**src/rtl/spi_pkg.sv**
```systemverilog
// rtl/spi_pkg.sv - shared types and constants for the SPI master controller
package spi_pkg;

    localparam int FRAME_BITS = 10;
    localparam int DATA_BITS  = 8;

    localparam logic [1:0] CMD_WR_ADDR = 2'b00;
    localparam logic [1:0] CMD_WR_DATA = 2'b01;
    localparam logic [1:0] CMD_RD_ADDR = 2'b10;
    localparam logic [1:0] CMD_RD_DATA = 2'b11;

    typedef enum logic [2:0] {
        IDLE,
        SEL,
        SHIFT,
        TURN,
        RECV,
        GAP
    } spi_state_e;

endpackage

```
**src/rtl/spi_master_shifter.sv**
```systemverilog
// rtl/spi_master_shifter.sv - PISO command register, SIPO reply register, shared bit counter
module spi_master_shifter
    import spi_pkg::*;
(
    input  logic                  clk,
    input  logic                  rst,
    input  logic                  load,
    input  logic [FRAME_BITS-1:0] load_data,
    input  logic                  shift_en,
    input  logic                  sample_en,
    input  logic                  miso,
    input  logic                  cnt_clr,
    output logic                  tx_msb,
    output logic [DATA_BITS-1:0]  rx_next,
    output logic [3:0]            cnt
);

    logic [FRAME_BITS-1:0] tx_q;
    logic [DATA_BITS-1:0]  rx_q;

    assign tx_msb  = tx_q[FRAME_BITS-1];
    // Includes the bit being sampled this edge so the final byte is usable immediately.
    assign rx_next = {rx_q[DATA_BITS-2:0], miso};

    always_ff @(posedge clk) begin
        if (rst) begin
            tx_q <= '0;
            rx_q <= '0;
            cnt  <= '0;
        end else begin
            if (load)
                tx_q <= load_data;
            else if (shift_en)
                tx_q <= {tx_q[FRAME_BITS-2:0], 1'b0};
            if (sample_en)
                rx_q <= rx_next;
            cnt <= cnt_clr ? 4'd0 : cnt + 4'd1;
        end
    end

endmodule

```
**src/rtl/spi_master_ctrl.sv**
```systemverilog
// rtl/spi_master_ctrl.sv - SPI initiator FSM; SPI_MASTER_SVA_EN adds protocol assertions
module spi_master_ctrl
    import spi_pkg::*;
#(
    parameter int RD_LAT = 2
) (
    input  logic                  clk,
    input  logic                  rst,
    input  logic                  req_valid,
    output logic                  req_ready,
    input  logic [FRAME_BITS-1:0] req_data,
    output logic                  SS_n,
    output logic                  MOSI,
    input  logic                  MISO,
    output logic                  busy,
    output logic                  done,
    output logic                  rsp_valid,
    output logic [DATA_BITS-1:0]  rsp_data
);

    localparam logic [3:0] SHIFT_LAST = 4'(FRAME_BITS - 1);
    localparam logic [3:0] TURN_LAST  = 4'(RD_LAT - 1);
    localparam logic [3:0] RECV_LAST  = 4'(DATA_BITS - 1);

    spi_state_e           state_q, state_d;
    logic [1:0]           cmd_q;
    logic                 rd_frame;
    logic                 ss_n_d, mosi_d, ready_d, busy_d, done_d, rsp_valid_d, rsp_load;
    logic                 load, shift_en, sample_en, cnt_clr, tx_msb;
    logic [DATA_BITS-1:0] rx_next;
    logic [3:0]           cnt;

    assign rd_frame = (cmd_q == CMD_RD_DATA);

    spi_master_shifter u_shifter (
        .clk       (clk),
        .rst       (rst),
        .load      (load),
        .load_data (req_data),
        .shift_en  (shift_en),
        .sample_en (sample_en),
        .miso      (MISO),
        .cnt_clr   (cnt_clr),
        .tx_msb    (tx_msb),
        .rx_next   (rx_next),
        .cnt       (cnt)
    );

    always_comb begin
        state_d   = state_q;
        mosi_d    = 1'b0;
        load      = 1'b0;
        shift_en  = 1'b0;
        sample_en = 1'b0;
        cnt_clr   = 1'b0;
        rsp_load  = 1'b0;
        case (state_q)
            IDLE: begin
                if (req_valid && req_ready) begin
                    state_d = SEL;
                    load    = 1'b1;
                    cnt_clr = 1'b1;
                    mosi_d  = req_data[FRAME_BITS-1];
                end
            end
            SEL: begin
                state_d  = SHIFT;
                cnt_clr  = 1'b1;
                mosi_d   = tx_msb;
                shift_en = 1'b1;
            end
            SHIFT: begin
                if (cnt == SHIFT_LAST) begin
                    state_d = rd_frame ? TURN : GAP;
                    cnt_clr = 1'b1;
                end else begin
                    mosi_d   = tx_msb;
                    shift_en = 1'b1;
                end
            end
            TURN: begin
                if (cnt == TURN_LAST) begin
                    state_d = RECV;
                    cnt_clr = 1'b1;
                end
            end
            RECV: begin
                sample_en = 1'b1;
                if (cnt == RECV_LAST) begin
                    state_d  = GAP;
                    rsp_load = 1'b1;
                end
            end
            GAP:     state_d = IDLE;
            default: state_d = IDLE;
        endcase

        // Outputs are registered, so they are decoded from the state being entered.
        ss_n_d      = (state_d == IDLE) || (state_d == GAP);
        ready_d     = (state_d == IDLE);
        busy_d      = (state_d != IDLE);
        done_d      = (state_d == GAP);
        rsp_valid_d = (state_d == GAP) && rd_frame;
    end

    always_ff @(posedge clk) begin
        if (rst) begin
            state_q   <= IDLE;
            cmd_q     <= CMD_WR_ADDR;
            SS_n      <= 1'b1;
            MOSI      <= 1'b0;
            req_ready <= 1'b0;
            busy      <= 1'b0;
            done      <= 1'b0;
            rsp_valid <= 1'b0;
            rsp_data  <= '0;
        end else begin
            state_q   <= state_d;
            SS_n      <= ss_n_d;
            MOSI      <= mosi_d;
            req_ready <= ready_d;
            busy      <= busy_d;
            done      <= done_d;
            rsp_valid <= rsp_valid_d;
            if (load)
                cmd_q <= req_data[FRAME_BITS-1:FRAME_BITS-2];
            if (rsp_load)
                rsp_data <= rx_next;
        end
    end

`ifdef SPI_MASTER_SVA_EN
    localparam int WR_LOW = FRAME_BITS + 1;
    localparam int RD_LOW = FRAME_BITS + DATA_BITS + 1 + RD_LAT;

    a_wr_len: assert property (@(posedge clk) disable iff (rst)
        ($fell(SS_n) && !rd_frame) |-> (!SS_n) [*WR_LOW] ##1 SS_n);
    a_rd_len: assert property (@(posedge clk) disable iff (rst)
        ($fell(SS_n) && rd_frame) |-> (!SS_n) [*RD_LOW] ##1 SS_n);
    a_done_edge: assert property (@(posedge clk) disable iff (rst)
        done |-> (SS_n && !$past(SS_n) && !$past(done)));
    a_rsp_done: assert property (@(posedge clk) disable iff (rst) rsp_valid |-> done);
    a_ready_idle: assert property (@(posedge clk) disable iff (rst) req_ready |-> !busy);
    a_mosi_quiet: assert property (@(posedge clk) disable iff (rst) SS_n |-> !MOSI);
    c_rsp: cover property (@(posedge clk) disable iff (rst) rsp_valid);
    c_wr_done: cover property (@(posedge clk) disable iff (rst) done && !rsp_valid);
`endif

endmodule
```
**config.mk**
```make
export PLATFORM = sky130hd
export DESIGN_NAME = spi_master_ctrl
export DESIGN_NICKNAME = d
export VERILOG_FILES = /design/src/rtl/spi_pkg.sv /design/src/rtl/spi_master_shifter.sv /design/src/rtl/spi_master_ctrl.sv
export SDC_FILE = /design/constraint.sdc
export NUM_CORES = 1
export LEC_CHECK = 0
export BUFFER_PORTS_ARGS = -buffer_cell sky130_fd_sc_hd__buf_2
export CAP_MARGIN = 0
export CORE_MARGIN = 4
export CORE_UTILIZATION = 55
export DETAILED_ROUTE_END_ITERATION = 7
export GPL_TIMING_DRIVEN = 0
export HOLD_SLACK_MARGIN = 0.08
export PLACE_DENSITY = 0.78
export REMOVE_ABC_BUFFERS = 1
export SLEW_MARGIN = 20
export SYNTH_ARGS = -nofsm -noshare
export SYNTH_HDL_FRONTEND = slang
export SYNTH_SLANG_ARGS = --single-unit
```
**constraint.sdc**
```tcl
create_clock -name clk -period 3.5 [get_ports clk]
set_input_delay 0 -clock clk [delete_from_list [all_inputs] [get_ports clk]]
set_output_delay 0 -clock clk [all_outputs]
set_load 0.02 [all_outputs]
```
* Yosys cells after proc, flatten, opt, wreduce, memory -nomap -nowiden *
Index checks and enable logic that the tools add are counted.

operators by class
  add/subtract/negate cells = 1
  eq/ne operators = 9
  multiplexer cells = 21
  reduce and logical (&&, ||, !) cells = 8

operator list
  operator                                       count
  two-way mux 10 bit                             2
  two-way mux 3 bit                              5
  one-hot mux 3 bit (5 select lines)             1
  two-way mux 1 bit                              10
  == test 3 x 2 -> 1 bit, second input constant  2
  == test 3 bit, second input constant           2
  zero test 3 bit                                2
  adder 4 x 1 -> 4 bit, second input constant    1
  == test 4 x 1 -> 1 bit, second input constant  1
  == test 4 x 3 -> 1 bit, second input constant  1
  == test 4 bit, second input constant           1
  one-hot mux 1 bit (4 select lines)             1
  == test 3 x 1 -> 1 bit, second input constant  1
  one-hot mux 1 bit (3 select lines)             1
  nonzero test 3 bit                             1
  == test 2 bit, second input constant           1
  logical AND 1 bit                              2
  one-hot mux 1 bit (2 select lines)             1
  nonzero test 2 bit                             1
  OR reduction 2 bit                             1
  logical OR 1 bit                               1

word-level totals
  flip-flop bits (word level) = 40
  bits of input ports = 14
  output and inout bits = 14
  logic and storage cells = 51

* Depth between registers and ports, before layout *
Gate-level depths: netlist of run 1.

  depth in word-level cells = 6
  gate-level depth with buffers = 7
  mapped depth without buffers = 6

* Cells and area by module *
From an unflattened synthesis of run 1, not the netlist that was laid out.

second synthesis, totals
  cells, all modules = 168
  area, all modules = 1695.4 µm²

by module, submodules not included
  module              instances  cells an instance  area an instance (µm²)
  spi_master_shifter  1          81                 858.3
  spi_master_ctrl     1          87                 837.1

* Least setup slack after synthesis of run 1 *
OpenSTA, ideal clock, no wires.

  path kind = reg-to-reg
  from = register state_q[1]
  to = register rsp_valid
  arrival = 1.632 ns
  data required time = 3.400 ns
  setup slack = 1.768 ns
  cell stages (with the launch flop) = 6
  path buffers = 1
  period minus slack after synthesis = 1.732 ns
  cells stage by stage = dfxtp_1 buf_6 or3b_4 or3_4 o211a_2 a2111oi_4

on the way
  cells in the longest elaborated chain, start to end = 4
  elaborated cells between the ends (all ways) = 12

ends and longest elaborated chain
  item                                    line                    source
  start, declared                         spi_master_ctrl.sv:25   spi_state_e state_q, state_d;
  start signal, assigned                  spi_master_ctrl.sv:118  state_q <= state_d;
  == test 3 bit (tied with other cells)   spi_master_ctrl.sv:57   case (state_q)
  one-hot mux 3 bit (5 select lines) (*)  spi_master_ctrl.sv:57
  == test 3 bit (*)                       spi_master_ctrl.sv:103  rsp_valid_d = (state_d == GAP) && rd_frame;
  logical AND 1 bit (*)                   spi_master_ctrl.sv:103
  end signal, assigned                    spi_master_ctrl.sv:124  rsp_valid <= rsp_valid_d;
  end, declared                           spi_master_ctrl.sv:17   output logic rsp_valid,

Every way passes the cells marked *; elsewhere a longest branch is shown, timed or not.
A chain may end at the register's enable or synchronous reset.

* Final worst setup path of run 1 *
  from = register u_shifter.cnt[1]
  to = register MOSI

on the way
  cells in the longest elaborated chain, start to end = 3

ends and longest elaborated chain
  item                                line                      source
  start, declared                     spi_master_shifter.sv:15  output logic [3:0] cnt
  start signal, assigned              spi_master_shifter.sv:37  cnt <= cnt_clr ? 4'd0 : cnt + 4'd1;
  == test 4 bit                       spi_master_ctrl.sv:73     if (cnt == SHIFT_LAST) begin
  two-way mux 1 bit                   spi_master_ctrl.sv:73
  one-hot mux 1 bit (3 select lines)  spi_master_ctrl.sv:57
  end signal, assigned                spi_master_ctrl.sv:120    MOSI <= mosi_d;
  end, declared                       spi_master_ctrl.sv:13     output logic MOSI,

No other way between the ends.

==> metrics.md, run 1 <==
| Metric | Value |
|---|---|
| Outcome | complete, no violations |
| Post-synthesis sequential area ratio | 47.02% |
| Worst R2R Path Depth | 6 |
| Largest family of logic cells by synthesized area | simple AND/OR/NAND/NOR gates |
| Final Util | 70.88% |
| Die Y | 63.65 um |
| FF-to-FF End | MOSI$_SDFF_PP0_ |
| CTS Sinks | 40 |
| Drt first pass iters | 4 |
| Worst Setup End Kind | flop |
| Number of antenna diodes | 0 |
| Die area | 0.004051 mm^2 |
| PortBufs | 27 |
| Setup TNS | 0 ns |
| Min Tclk post-route | 2.209 ns |
| Root buffer cell | clkbuf_4 |
| Asr flop ratio synth | 0% |
| Max Fclk | 452.7 MHz |
| First DRT Iteration DRCs | 125 |
| Total grt overflow | 0 |
| Register-to-register setup slack | 1.29 ns |
| Int Pwr | 0.7400 mW |
| Combinational share of power | 10.8% |
| Rows | 19 |
| Worst min-delay path class | in2reg |
| Share of cells above drive strength 1 | 18.06% |
| Wirelength per Cell | 13.95 um |
| Adder-cell share of the synthesized area | 1.470% |
| Sw Ratio | 22.77% |
| Vias in the first global route | 1370 |
| Critical path type | reg2reg |
| Post-synth EDFFs | 0 |
| Crit Path Max Fanout | 11 |
| I/O pins | 28 |
| Number of routed nets with antenna violations | 0 |
| Clk_lat worst skew | 0.36 ns |
| Crit Reg-Reg Startpoint | u_shifter.cnt[1]$_SDFF_PP0_ |
| Average size of a mapped cell | 9.255 um^2 |
| CTS resizes | 0 |
| Area Growth Syn to Fin | 18.74% |
| Worst endpoint required time | 3.74 ns |
| Worst slew pin tran | 0.6187 ns |
| Flop pwr share | 51.0% |
| Relative slew slack | 58.75% |
| Netlist Area Pre-Place | 0.001703 mm^2 |
| Initial core utilization | 59.69% |
| PD cells | 473.9 mW/mm^2 |
| Final Wtd Congestion | 0.7550 |
| Multi-input gate area in the final layout | 824.5 um^2 |
| Slew Limit Fails | 0 |
| Area of the core | 0.002853 mm^2 |
| Fillcell total | 224 |
| FF+latch count, synth | 40 |
| Via density | 5.672 |
| Final Hold Viols | 0 |
| Worst-case clock buffer depth | 2 |
| Mux contribution to synthesized area | 8.817% |
| Clk pin slew, worst setup/hold paths | 0.12 ns |
| Worst hold endpoint | rsp_data[3]$_SDFFE_PP0P_ |
| First-pass GRT wire length | 6030 um |
| Synth Flop Type | dfxtp_1 |
| Unrepaired setup endpoints after global routing | false |
| Fin worst setup slack | 1.291 ns |
| Startpoint Class | flop |
| YS warnings | 0 |
| XOR/XNOR Fraction of Synth Area | 2.057% |
| Worst EP arrival | 2.45 ns |
| Yosys cell types | 35 |
| Final Setup Violations | 0 |
| Worst hold path depth | 2 |
| Total wire length | 3445 um |
| HPWL Detailed | 2334 um |
| Synth Area in Simple Gates | 21.75% |
| Hold wc startpoint | rst |
| TritonCTS buffer count | 5 |
| Die width | 63.65 um |
| Final Net Count | 232 |
| Complex-gate fraction of the synthesized area | 14.33% |
| Max IR drop VDD | 0.2701 mV |
| Post-Synthesis Cells | 184 |
| Lkg Pwr | 0.7974 nW |
| All-layer global routing usage | 18.99% |
| Register Area | 800.8 um^2 |
| H-tree depth | 2 |
| Clk pwr share | 38.2% |
| Clock Skew | 0.01186 ns |
| Crit share post-route | 63.12% |
| DR vias | 1401 |
| Pre-CTS setup slack | 1.337 ns |
| Crit path from | u_shifter.cnt[1]$_SDFF_PP0_ |
| Most common cell after layout, fill and taps aside | dfxtp_1 |
| Most frequent cells in the layout | dfxtp_1 (40), buf_2 (27), nand2_1 (23), nor2_1 (18) |
| DRC | 0 |
| Psw | 0.2182 mW |
| MaxCap Viol Count | 0 |
| CTS tree | done |
| Initial antenna violation count | 0 |
| Pin count of the biggest net entering global routing | 39 |
==> critical path: stages, from the launching register on <==
cell and delay (ns):
dfxtp_1 0.38, inv_1 0.06, ha_1 0.20, nor4bb_1 0.18, or3_1 0.61, o2bb2a_1 0.39
a2111oi_1 0.29
==> layer usage <==
layer | part of all wire, % | track usage (%) | up-vias
li1 | - | - | 701
met3 | 5.3 | 4.973 | 8
met5 | 0 | 0 | -
met2 | 50 | 31.55 | 35
met1 | 43 | 22.36 | 657
met4 | 1.7 | 9.704 | 0
==> per-stage QoR <==
stage	hold WS, ns	std cells	total power [mW]	cell area (um^2)
6_report	0.1308	247	0.9582	2022
3_5_place_dp	0.2410	229	0.5912	1814
3_3_place_gp	0.2283	229	0.5848	1814
5_1_grt	0.1495	247	0.9932	2022
2_1_floorplan	0.06907	171	0.5585	1640
4_1_cts	0.1283	247	0.9596	2022
==> what timing repair did <==
action / CTS / global route
buffers inserted: 0 / 0
hold buffers: 11 / 0
hold endpoints to repair: 14 / 0
==> Yosys cell counts, types with 2 or more instances <==
library cell  count  area [um^2]
a211o_1           4        35.03
a211oi_1          2        15.01
a21oi_1          15        75.07
and2_1            2        12.51
and3b_1           2        17.52
buf_2             2        10.01
clkbuf_1          8        30.03
dfxtp_1          40        800.8
ha_1              2        25.02
inv_1             4        15.01
mux2i_1          15        150.1
nand2_1          23        86.33
nand2b_1          4        25.02
nand3_1           3        15.01
nand3b_1          9        67.56
nor2_1           18        67.56
nor4_1            3        18.77
o21ai_0           9        45.04
xnor2_1           3        26.28
==> final cells by class <==
cell class | count | area share, %
multi-input cells | 127 | 40.78
flip-flops and latches | 40 | 39.60
repair buffers | 38 | 12.13
clock inverters | 2 | 2.970
well taps | 31 | 1.918
clock buffers | 5 | 1.856
inverters | 4 | 0.7426
==> kinds of logic (layout without fill, tap and decap cells) <==
family          after synthesis  count (layout)
simple gates                 70              70
flops                        40              40
compound gates               36              36
buf+inv                      17              49
mux                          15              15
xor+xnor                      4               4
fa+ha+maj                     2               2
==> worst max path at each step <==
stage                                 endpoint  slack, ns  cells past startpoint
after CTS                      MOSI$_SDFF_PP0_       1.31                      6
after global placement    rsp_valid$_SDFF_PP0_       1.43                      4
final                          MOSI$_SDFF_PP0_       1.29                      6
after detailed placement       MOSI$_SDFF_PP0_       1.34                      6
after floorplan           rsp_valid$_SDFF_PP0_       1.58                      4
after global routing           MOSI$_SDFF_PP0_       1.18                      6
==> sequential cells by signal, indices dropped and copies added, names as in the netlist <==
signal and cells:
rsp_valid 1, busy 1, SS_n 1, state_q 3
cmd_q 2, u_shifter.rx_q 7, rsp_data 8, done 1
MOSI 1, u_shifter.tx_q 10, u_shifter.cnt 4, req_ready 1
==> power groups by stage <==
stage	clock network [mW]	registers [mW]	logic, mW
2_1_floorplan	0	0.500	0.0581
3_3_place_gp	0	0.497	0.0883
3_5_place_dp	0	0.498	0.0927
4_1_cts	0.369	0.488	0.102
5_1_grt	0.387	0.491	0.115
6_report	0.366	0.488	0.103
Power figures use the tool's default switching activity.
==> run 2, diff against run 1 <==
--- a/config.mk
+++ b/config.mk
@@ -8,11 +8,11 @@
 export BUFFER_PORTS_ARGS = -buffer_cell sky130_fd_sc_hd__buf_2
 export CAP_MARGIN = 0
 export CORE_MARGIN = 4
-export CORE_UTILIZATION = 55
+export CORE_UTILIZATION = 49
 export DETAILED_ROUTE_END_ITERATION = 7
 export GPL_TIMING_DRIVEN = 0
 export HOLD_SLACK_MARGIN = 0.08
-export PLACE_DENSITY = 0.78
+export PLACE_DENSITY = 0.74
 export REMOVE_ABC_BUFFERS = 1
 export SLEW_MARGIN = 20
 export SYNTH_ARGS = -nofsm -noshare
==> constraint.sdc (replaced) <==
create_clock -name clk -period 1.85 [get_ports clk]
set_input_delay 0 -clock clk [delete_from_list [all_inputs] [get_ports clk]]
set_output_delay 0 -clock clk [all_outputs]
set_load 0.02 [all_outputs]
==> run 2 against run 1 <==
  * Clock skew is 0.0040 ns lower
  * Via count up 2.1%
  * Largest power group unchanged
  * Die area is 11% higher
  * Critical path depth decreased by 2
  * Register-to-register slack worse by 1.3 ns
==> metrics.md, run 2 (synthesis results as in run 1) <==
| Metric | Value |
|---|---|
| Unrepaired setup endpoints after global routing | true (was false) |
| Clock Skew | 0.007909 ns (was 0.01186 ns) |
| Final Net Count | 243 (was 232) |
| CTS tree | done (unchanged) |
| Number of antenna diodes | 0 (unchanged) |
| Initial core utilization | 51.03% (was 59.69%) |
| DR WL met2 | 1738 um (was 1718 um) |
| Worst EP arrival | 2.05 ns (was 2.45 ns) |
| Worst R2R Path Depth | 4 (was 6) |
| Crit Path Max Fanout | 12 (was 11) |
| Pre-CTS setup slack | -0.2554 ns (was 1.337 ns) |
| Slew Limit Fails | 0 (unchanged) |
| Critical path depth | 4 (was 6) |
| Final Util | 65.05% (was 70.88%) |
| H-tree depth | 2 (unchanged) |
| All-layer global routing usage | 18.17% (was 18.99%) |
| CP Buf/Inv Count | 0 (was 1) |
| Die Y | 66.95 um (was 63.65 um) |
| Crit share post-route | 97.98% (was 63.12%) |
| First-pass GRT wire length | 6127 um (was 6030 um) |
| Root buffer cell | clkbuf_4 (unchanged) |
| Final cell count without fillers | 274 (was 247) |
| Die width | 66.95 um (was 63.65 um) |
| Total grt overflow | 0 (unchanged) |
| Share of cells above drive strength 1 | 26.32% (was 18.06%) |
| Number of routed nets with antenna violations | 0 (unchanged) |
| Worst min-delay path class | in2reg (unchanged) |
| I/O pins | 28 (unchanged) |
| Max Fclk | 551.7 MHz (was 452.7 MHz) |
| Via density | 5.219 (was 5.672) |
| Metal-1 WL | 1532 um (was 1486 um) |
| Final Hold Viols | 0 (unchanged) |
| Largest register FFs | 10 (unchanged) |
| Worst Setup End Kind | flop (unchanged) |
| Largest registers | u_shifter.tx_q: 10 flops, rsp_data: 8 flops, u_shifter.rx_q: 7 flops (unchanged) |
| Area Growth Syn to Fin | 27.48% (was 18.74%) |
| Wirelength per Cell | 12.79 um (was 13.95 um) |
| Most common cell after layout, fill and taps aside | dfxtp_1 (unchanged) |
| Worst endpoint required time | 2.09 ns (was 3.74 ns) |
| Worst hold endpoint | rsp_data[7]$_SDFFE_PP0P_ (was rsp_data[3]$_SDFFE_PP0P_) |
| Largest Register | u_shifter.tx_q (unchanged) |
| Vias in the first global route | 1418 (was 1370) |
| Clk pin slew, worst setup/hold paths | 0.11 ns (was 0.12 ns) |
| Dpl cells | 244 (was 229) |
| Initial antenna violation count | 0 (unchanged) |
| HPWL Detailed | 2379 um (was 2334 um) |
| Placed cell areas | 0.001833 mm^2 (was 0.001814 mm^2) |
| CTS Sinks | 40 (unchanged) |
| Worst slew pin tran | 0.6415 ns (was 0.6187 ns) |
| Crit-path slowest cell | or3b_4 (was or3_1) |
| FF-to-FF End | rsp_valid$_SDFF_PP0_ (was MOSI$_SDFF_PP0_) |
| Clk_lat worst skew | 0.34 ns (was 0.36 ns) |
| Crit path max-delay family | simple AND/OR/NAND/NOR gates (unchanged) |
| Relative slew slack | 57.23% (was 58.75%) |
| Startpoint Class | flop (unchanged) |
| Crit path cell chain | or3b_4, or3_4, o211a_2, a2111oi_4 (was inv_1, ha_1, nor4bb_1, or3_1, o2bb2a_1, a2111oi_1) |
| Design area | 0.002171 mm^2 (was 0.002022 mm^2) |
| Die area | 0.004482 mm^2 (was 0.004051 mm^2) |
| Drt first pass iters | 4 (unchanged) |
| DR vias | 1430 (was 1401) |
| WL met3 | 179 um (was 183 um) |
| Rows | 21 (was 19) |
| DR top layer | met4 (unchanged) |
| PortBufs | 27 (unchanged) |
| DRC | 0 (unchanged) |
| Final Setup Violations | 0 (unchanged) |
| Lkg Pwr | 0.8609 nW (was 0.7974 nW) |
| Fillcell total | 280 (was 224) |
| Critical path type | reg2reg (unchanged) |
| Worst path max stage delay | 0.47 ns (was 0.61 ns) |
| Outcome | complete, no violations (unchanged) |
| Worst hold path depth | 2 (unchanged) |
| Final Wtd Congestion | 0.7806 (was 0.7550) |
| Area of the core | 0.003337 mm^2 (was 0.002853 mm^2) |
| PD cells | 812.9 mW/mm^2 (was 473.9 mW/mm^2) |
| Most frequent cells in the layout | dfxtp_1 (36), buf_2 (27), nand2_1 (23), nor2_1 (18) (was dfxtp_1 (40), buf_2 (27), nand2_1 (23), nor2_1 (18)) |
| Worst-case clock buffer depth | 2 (unchanged) |
| Pin count of the biggest net entering global routing | 39 (unchanged) |
| Hold wc startpoint | rst (unchanged) |
| First DRT Iteration DRCs | 57 (was 125) |
| Total wire length | 3505 um (was 3445 um) |
| MaxCap Viol Count | 0 (unchanged) |
| Fin worst setup slack | 0.03732 ns (was 1.291 ns) |
| TritonCTS buffer count | 5 (unchanged) |
| Crit Reg-Reg Startpoint | state_q[0]$_SDFF_PP0_ (was u_shifter.cnt[1]$_SDFF_PP0_) |
| Register-to-register setup slack | 0.04 ns (was 1.29 ns) |
| Max IR drop VDD | 0.6337 mV (was 0.2701 mV) |
| Min Tclk post-route | 1.813 ns (was 2.209 ns) |
==> run 2: cell types whose count changed in the layout (fill, tap and decap cells not counted), sizes merged <==
| cell | change |
|---|---|
| buf | +11 |
| clkbuf | +2 |
| bufinv | -1 |
==> run 2: layout make-up <==
class | instances | area, um^2 | share of cell area (%)
multi-input cells | 127 | 852.1 | 39.25
clock inverters | 1 | 30.03 | 1.383
well taps | 46 | 57.56 | 2.651
repair buffers | 49 | 340.3 | 15.68
clock buffers | 7 | 65.06 | 2.997
inverters | 4 | 15.01 | 0.6916
flip-flops and latches | 40 | 810.8 | 37.35
==> run 2: how the worst max path moves through the flow <==
stage,slack (ns),endpoint,startpoint
floorplan,-0.07,rsp_valid$_SDFF_PP0_,state_q[2]$_SDFF_PP0_
global placement,-0.22,rsp_valid$_SDFF_PP0_,state_q[2]$_SDFF_PP0_
detailed placement,-0.26,rsp_valid$_SDFF_PP0_,state_q[2]$_SDFF_PP0_
CTS,-0.04,rsp_valid$_SDFF_PP0_,state_q[2]$_SDFF_PP0_
global route,-0.01,u_shifter.tx_q[1]$_SDFFE_PP0P_,u_shifter.cnt[0]$_SDFF_PP0_
finish,0.04,rsp_valid$_SDFF_PP0_,state_q[0]$_SDFF_PP0_
==> run 2: worst register-to-register path, cell delays in order, from the launching register on <==
cell	delay (ns)
dfxtp_4	0.41
or3b_4	0.48
or3_4	0.36
o211a_2	0.16
a2111oi_4	0.32
==> run 2: routing by layer <==
layer  vias to the layer above  global-route usage [%]
li1                        722                       -
met1                       666                   20.58
met2                        35                   31.68
met3                         7                   5.902
met4                         0                   6.329
met5                         -                       0
==> run 2: power by group <==
| group | switching [mW] | internal (mW) |
|---|---|---|
| combinational | 0.111 | 0.109 |
| sequential | 0.0273 | 0.896 |
| clock | 0.262 | 0.359 |
==> run 2: repair_timing <==
action | in CTS | in global routing
hold buffers | 11 | 0
gates resized for setup | 8 | 4
endpoints found under the setup margin | 23 | 20
hold endpoints to repair | 15 | 0
buffers inserted | 0 | 11
pin swaps | 3 | 1
==> run 2: per-stage QoR <==
step / power, mW / setup TNS, ns / hold WS, ns
after floorplan: 1.057 / -0.1343 / 0.06907
after global placement: 1.107 / -2.752 / 0.2283
after detailed placement: 1.122 / -3.889 / 0.2380
after CTS: 1.765 / -0.07488 / 0.1493
after global routing: 1.861 / -0.01642 / 0.1789
final: 1.765 / 0 / 0.1662
==> run 3, diff against run 2 <==
--- a/config.mk
+++ b/config.mk
@@ -17,4 +17,5 @@
 export SLEW_MARGIN = 20
 export SYNTH_ARGS = -nofsm -noshare
 export SYNTH_HDL_FRONTEND = slang
+export SYNTH_HIERARCHICAL = 1
 export SYNTH_SLANG_ARGS = --single-unit
==> run 3 against run 2 <==
  * Cell area fell by 4.9%
  * Routed wire length fell by 5.2%
  * Maximum frequency rose by 3.2%
  * Non-clock buffer count fell by 8
  * Cell count fell by 8.0%
  * Utilization fell by 3.2 points
  * Critical path depth rose by 2
  * Synthesized cell count fell by 8.7%
  * Critical endpoint is now u_shifter/tx_q[2]$_SDFFE_PP0P_
  * Largest power group unchanged
==> metrics.md, run 3 <==
| Metric | Value |
|---|---|
| Cell taking the most area after synthesis | dfxtp_1 (unchanged) |
| DR vias | 1319 (was 1430) |
| Wirelength per Cell | 13.19 um (was 12.79 um) |
| Asr flop ratio synth | 0% (unchanged) |
| Max IR drop VDD | 0.4790 mV (was 0.6337 mV) |
| Crit-path slowest cell | a211o_1 (was or3b_4) |
| Dpl cells | 230 (was 244) |
| I/O pins | 28 (unchanged) |
| FF+latch count, synth | 40 (unchanged) |
| Max Fclk | 569.2 MHz (was 551.7 MHz) |
| Total design power | 1.586 mW (was 1.765 mW) |
| Crit path cell chain | nor3b_4, a211o_1, a21oi_4, buf_4, mux2i_1, a211oi_1 (was or3b_4, or3_4, o211a_2, a2111oi_4) |
| Lkg Pwr | 0.7877 nW (was 0.8609 nW) |
| Final Setup Violations | 0 (unchanged) |
| Netlist Area Pre-Place | 0.001695 mm^2 (was 0.001703 mm^2) |
| First DRT Iteration DRCs | 32 (was 57) |
| Relative slew slack | 53.27% (was 57.23%) |
| Rows | 21 (unchanged) |
| Root buffer cell | clkbuf_4 (unchanged) |
| Critical path type | reg2reg (unchanged) |
| Die width | 66.82 um (was 66.95 um) |
| Vias in the first global route | 1253 (was 1418) |
| Largest registers | u_shifter/tx_q: 10 flops, rsp_data: 8 flops, u_shifter/rx_q: 7 flops (was u_shifter.tx_q: 10 flops, rsp_data: 8 flops, u_shifter.rx_q: 7 flops) |
| Most common cell after layout, fill and taps aside | dfxtp_1 (unchanged) |
| First-pass GRT wire length | 5402 um (was 6127 um) |
| MaxCap Viol Count | 0 (unchanged) |
| Largest Register | u_shifter/tx_q (was u_shifter.tx_q) |
| Crit share post-route | 94.96% (was 97.98%) |
| Total wire length | 3323 um (was 3505 um) |
| Clk pin slew, worst setup/hold paths | 0.11 ns (about the same) |
| Design area | 0.002064 mm^2 (was 0.002171 mm^2) |
| Placed cell areas | 0.001826 mm^2 (was 0.001833 mm^2) |
| Fin worst setup slack | 0.09318 ns (was 0.03732 ns) |
| Area Growth Syn to Fin | 21.77% (was 27.48%) |
| Synth Area in Simple Gates | 19.78% (was 21.75%) |
| Worst EP arrival | 1.97 ns (was 2.05 ns) |
| Most frequent cells in the layout | dfxtp_1 (37), buf_2 (27), mux2i_1 (26), nor2_1 (23), nor2b_1 (13) (was dfxtp_1 (36), buf_2 (27), nand2_1 (23), nor2_1 (18)) |
| Unrepaired setup endpoints after global routing | false (was true) |
| Clock Skew | 0.005703 ns (was 0.007909 ns) |
| Post-synth EDFFs | 0 (unchanged) |
| Number of antenna diodes | 0 (unchanged) |
| Worst Setup End Kind | flop (unchanged) |
| Worst min-delay path class | in2reg (unchanged) |
| Final Hold Viols | 0 (unchanged) |
| XOR/XNOR Fraction of Synth Area | 0.5166% (was 2.057%) |
| Worst-case clock buffer depth | 2 (unchanged) |
| Pre-CTS setup slack | -0.5879 ns (was -0.2554 ns) |
| CTS Sinks | 40 (unchanged) |
| Die Y | 66.82 um (was 66.95 um) |
| Pin count of the biggest net entering global routing | 41 (was 39) |
| Min Tclk post-route | 1.757 ns (was 1.813 ns) |
| PortBufs | 27 (unchanged) |
| Largest family of logic cells by synthesized area | simple AND/OR/NAND/NOR gates (unchanged) |
| Slew Limit Fails | 0 (unchanged) |
| Register-to-register setup slack | 0.09 ns (was 0.04 ns) |
| Die area | 0.004465 mm^2 (was 0.004482 mm^2) |
| Clk_lat worst skew | 0.34 ns (about the same) |
| Largest register FFs | 10 (unchanged) |
| Worst endpoint required time | 2.06 ns (was 2.09 ns) |
| Top post-synthesis cells by area | dfxtp_1 (47%), mux2i_1 (15%), nor2_1 (5.3%) (was dfxtp_1 (47%), mux2i_1 (8.8%), nand2_1 (5.1%)) |
| Worst slew pin tran | 0.7010 ns (was 0.6415 ns) |
| Outcome | complete, no violations (unchanged) |
| Area of the core | 0.003337 mm^2 (unchanged) |
| Via density | 5.234 (was 5.219) |
| Synth Flop Type | dfxtp_1 (unchanged) |
| Synth top area share | 47.23% (was 47.02%) |
| Average size of a mapped cell | 10.09 um^2 (was 9.255 um^2) |
| Post-synthesis sequential area ratio | 47.23% (was 47.02%) |
| Startpoint Class | flop (unchanged) |
| Worst path max stage delay | 0.38 ns (was 0.47 ns) |
| Fillcell total | 289 (was 280) |
| Final Net Count | 221 (was 243) |
| Drt first pass iters | 4 (unchanged) |
| Post-Synthesis Cells | 168 (was 184) |
| TritonCTS buffer count | 5 (unchanged) |
| Initial antenna violation count | 0 (unchanged) |
| Top cells by count, synth | dfxtp_1 (40), mux2i_1 (26), nor2_1 (24) (was dfxtp_1 (40), nand2_1 (23), nor2_1 (18)) |
| Initial core utilization | 50.81% (was 51.03%) |
| YS warnings | 6 (was 0) |
| Number of routed nets with antenna violations | 0 (unchanged) |
| Mux contribution to synthesized area | 16.01% (was 8.817%) |
| Most common cell in the netlist | dfxtp_1 (unchanged) |
| PD cells | 768.5 mW/mm^2 (was 812.9 mW/mm^2) |
| DRC | 0 (unchanged) |
| Final Wtd Congestion | 0.7878 (was 0.7806) |
| Yosys cell types | 39 (was 35) |
| Total grt overflow | 0 (unchanged) |
| Share of cells above drive strength 1 | 25.24% (was 26.32%) |
| CTS tree | done (unchanged) |
| All-layer global routing usage | 16.34% (was 18.17%) |
| Crit Path Max Fanout | 5 (was 12) |
| Adder-cell share of the synthesized area | 0.7380% (was 1.470%) |
| Final cell count without fillers | 252 (was 274) |
| Complex-gate fraction of the synthesized area | 11.14% (was 14.33%) |
| H-tree depth | 2 (unchanged) |
| HPWL Detailed | 2112 um (was 2379 um) |
## run 3: cell types whose count changed in the layout (fill, tap and decap cells not counted), sizes merged, moves of 7 or more
cell,delta
buf,-8
a21oi,-11
mux2i,+11
o21ai,-9
nand3b,-9
nor2,+7
nor2b,+13
a211oi,+8
nand2,-18
## run 3: critical path, delay by kind of cell, from the launching register on
kind	cells	cell delay [ns]
AO/OA/AOI/OAI	3	0.74
multiplexers	1	0.18
buffers and inverters	1	0.17
flip-flops	1	0.36
AND/OR/NAND/NOR	1	0.18
## run 3: layout make-up
cell class / count / area (um^2) / share of cell area (%)
Clock buffer: 5 / 37.54 / 1.818
Multi-Input combinational cell: 114 / 867.1 / 42.00
Tap cell: 46 / 57.56 / 2.788
Sequential cell: 40 / 807.0 / 39.09
Inverter: 4 / 15.01 / 0.7273
Timing Repair Buffer: 41 / 267.8 / 12.97
Clock inverter: 2 / 12.51 / 0.6061
## run 3: metrics by stage
stage,hold slack [ns],TNS (ns),util (%)
final,0.1753,0,61.87
after detailed placement,0.2667,-5.207,54.71
after global routing,0.1792,0,61.87
after global placement,0.2569,-4.702,54.71
after floorplan,0.06907,-1.916,-
after CTS,0.1582,0,60.26
## run 3: power by group
| part | switching, mW | internal (mW) | total, mW |
|---|---|---|---|
| Sequential | 0.0318 | 0.903 | 0.935 |
| Combinational | 0.124 | 0.116 | 0.240 |
| Clock | 0.273 | 0.139 | 0.412 |
| Total | 0.429 | 1.16 | 1.59 |
## run 3: final timing paths
kind	from	endpoint	cells past startpoint
max	u_shifter/cnt[0]$_SDFF_PP0_	u_shifter/tx_q[2]$_SDFFE_PP0P_	6
min	rst	u_shifter/rx_q[1]$_SDFFE_PP0P_	2
min reg2reg	rsp_data[7]$_SDFFE_PP0P_	rsp_data[7]$_SDFFE_PP0P_	2
max reg2reg	u_shifter/cnt[0]$_SDFF_PP0_	u_shifter/tx_q[2]$_SDFFE_PP0P_	6
## run 3: per-layer routing
metal	wire, um	track usage [%]	vias to the layer above
met5	0	0	-
met4	76	11.17	0
met3	105	4.216	7
met2	1695	27.23	26
met1	1445	18.00	620
li1	-	-	666
## run 3: kinds of logic after synthesis
family / Yosys count
DFF: 40
adders and majority gates: 1
buffers and inverters: 15
and+or+nand+nor: 60
muxes: 27
xor gates and xnor gates: 1
AOI/OAI and AO/OA: 24
## run 3: what timing repair did
| action | CTS | global route |
|---|---|---|
| hold buffers | 11 | 0 |
| endpoints found under the setup margin | 22 | 16 |
| cloned | 0 | 1 |
| resized for setup | 6 | 7 |
| endpoints found under the hold margin | 15 | 0 |
| pin swaps | 2 | 1 |
| setup buffers | 0 | 3 |
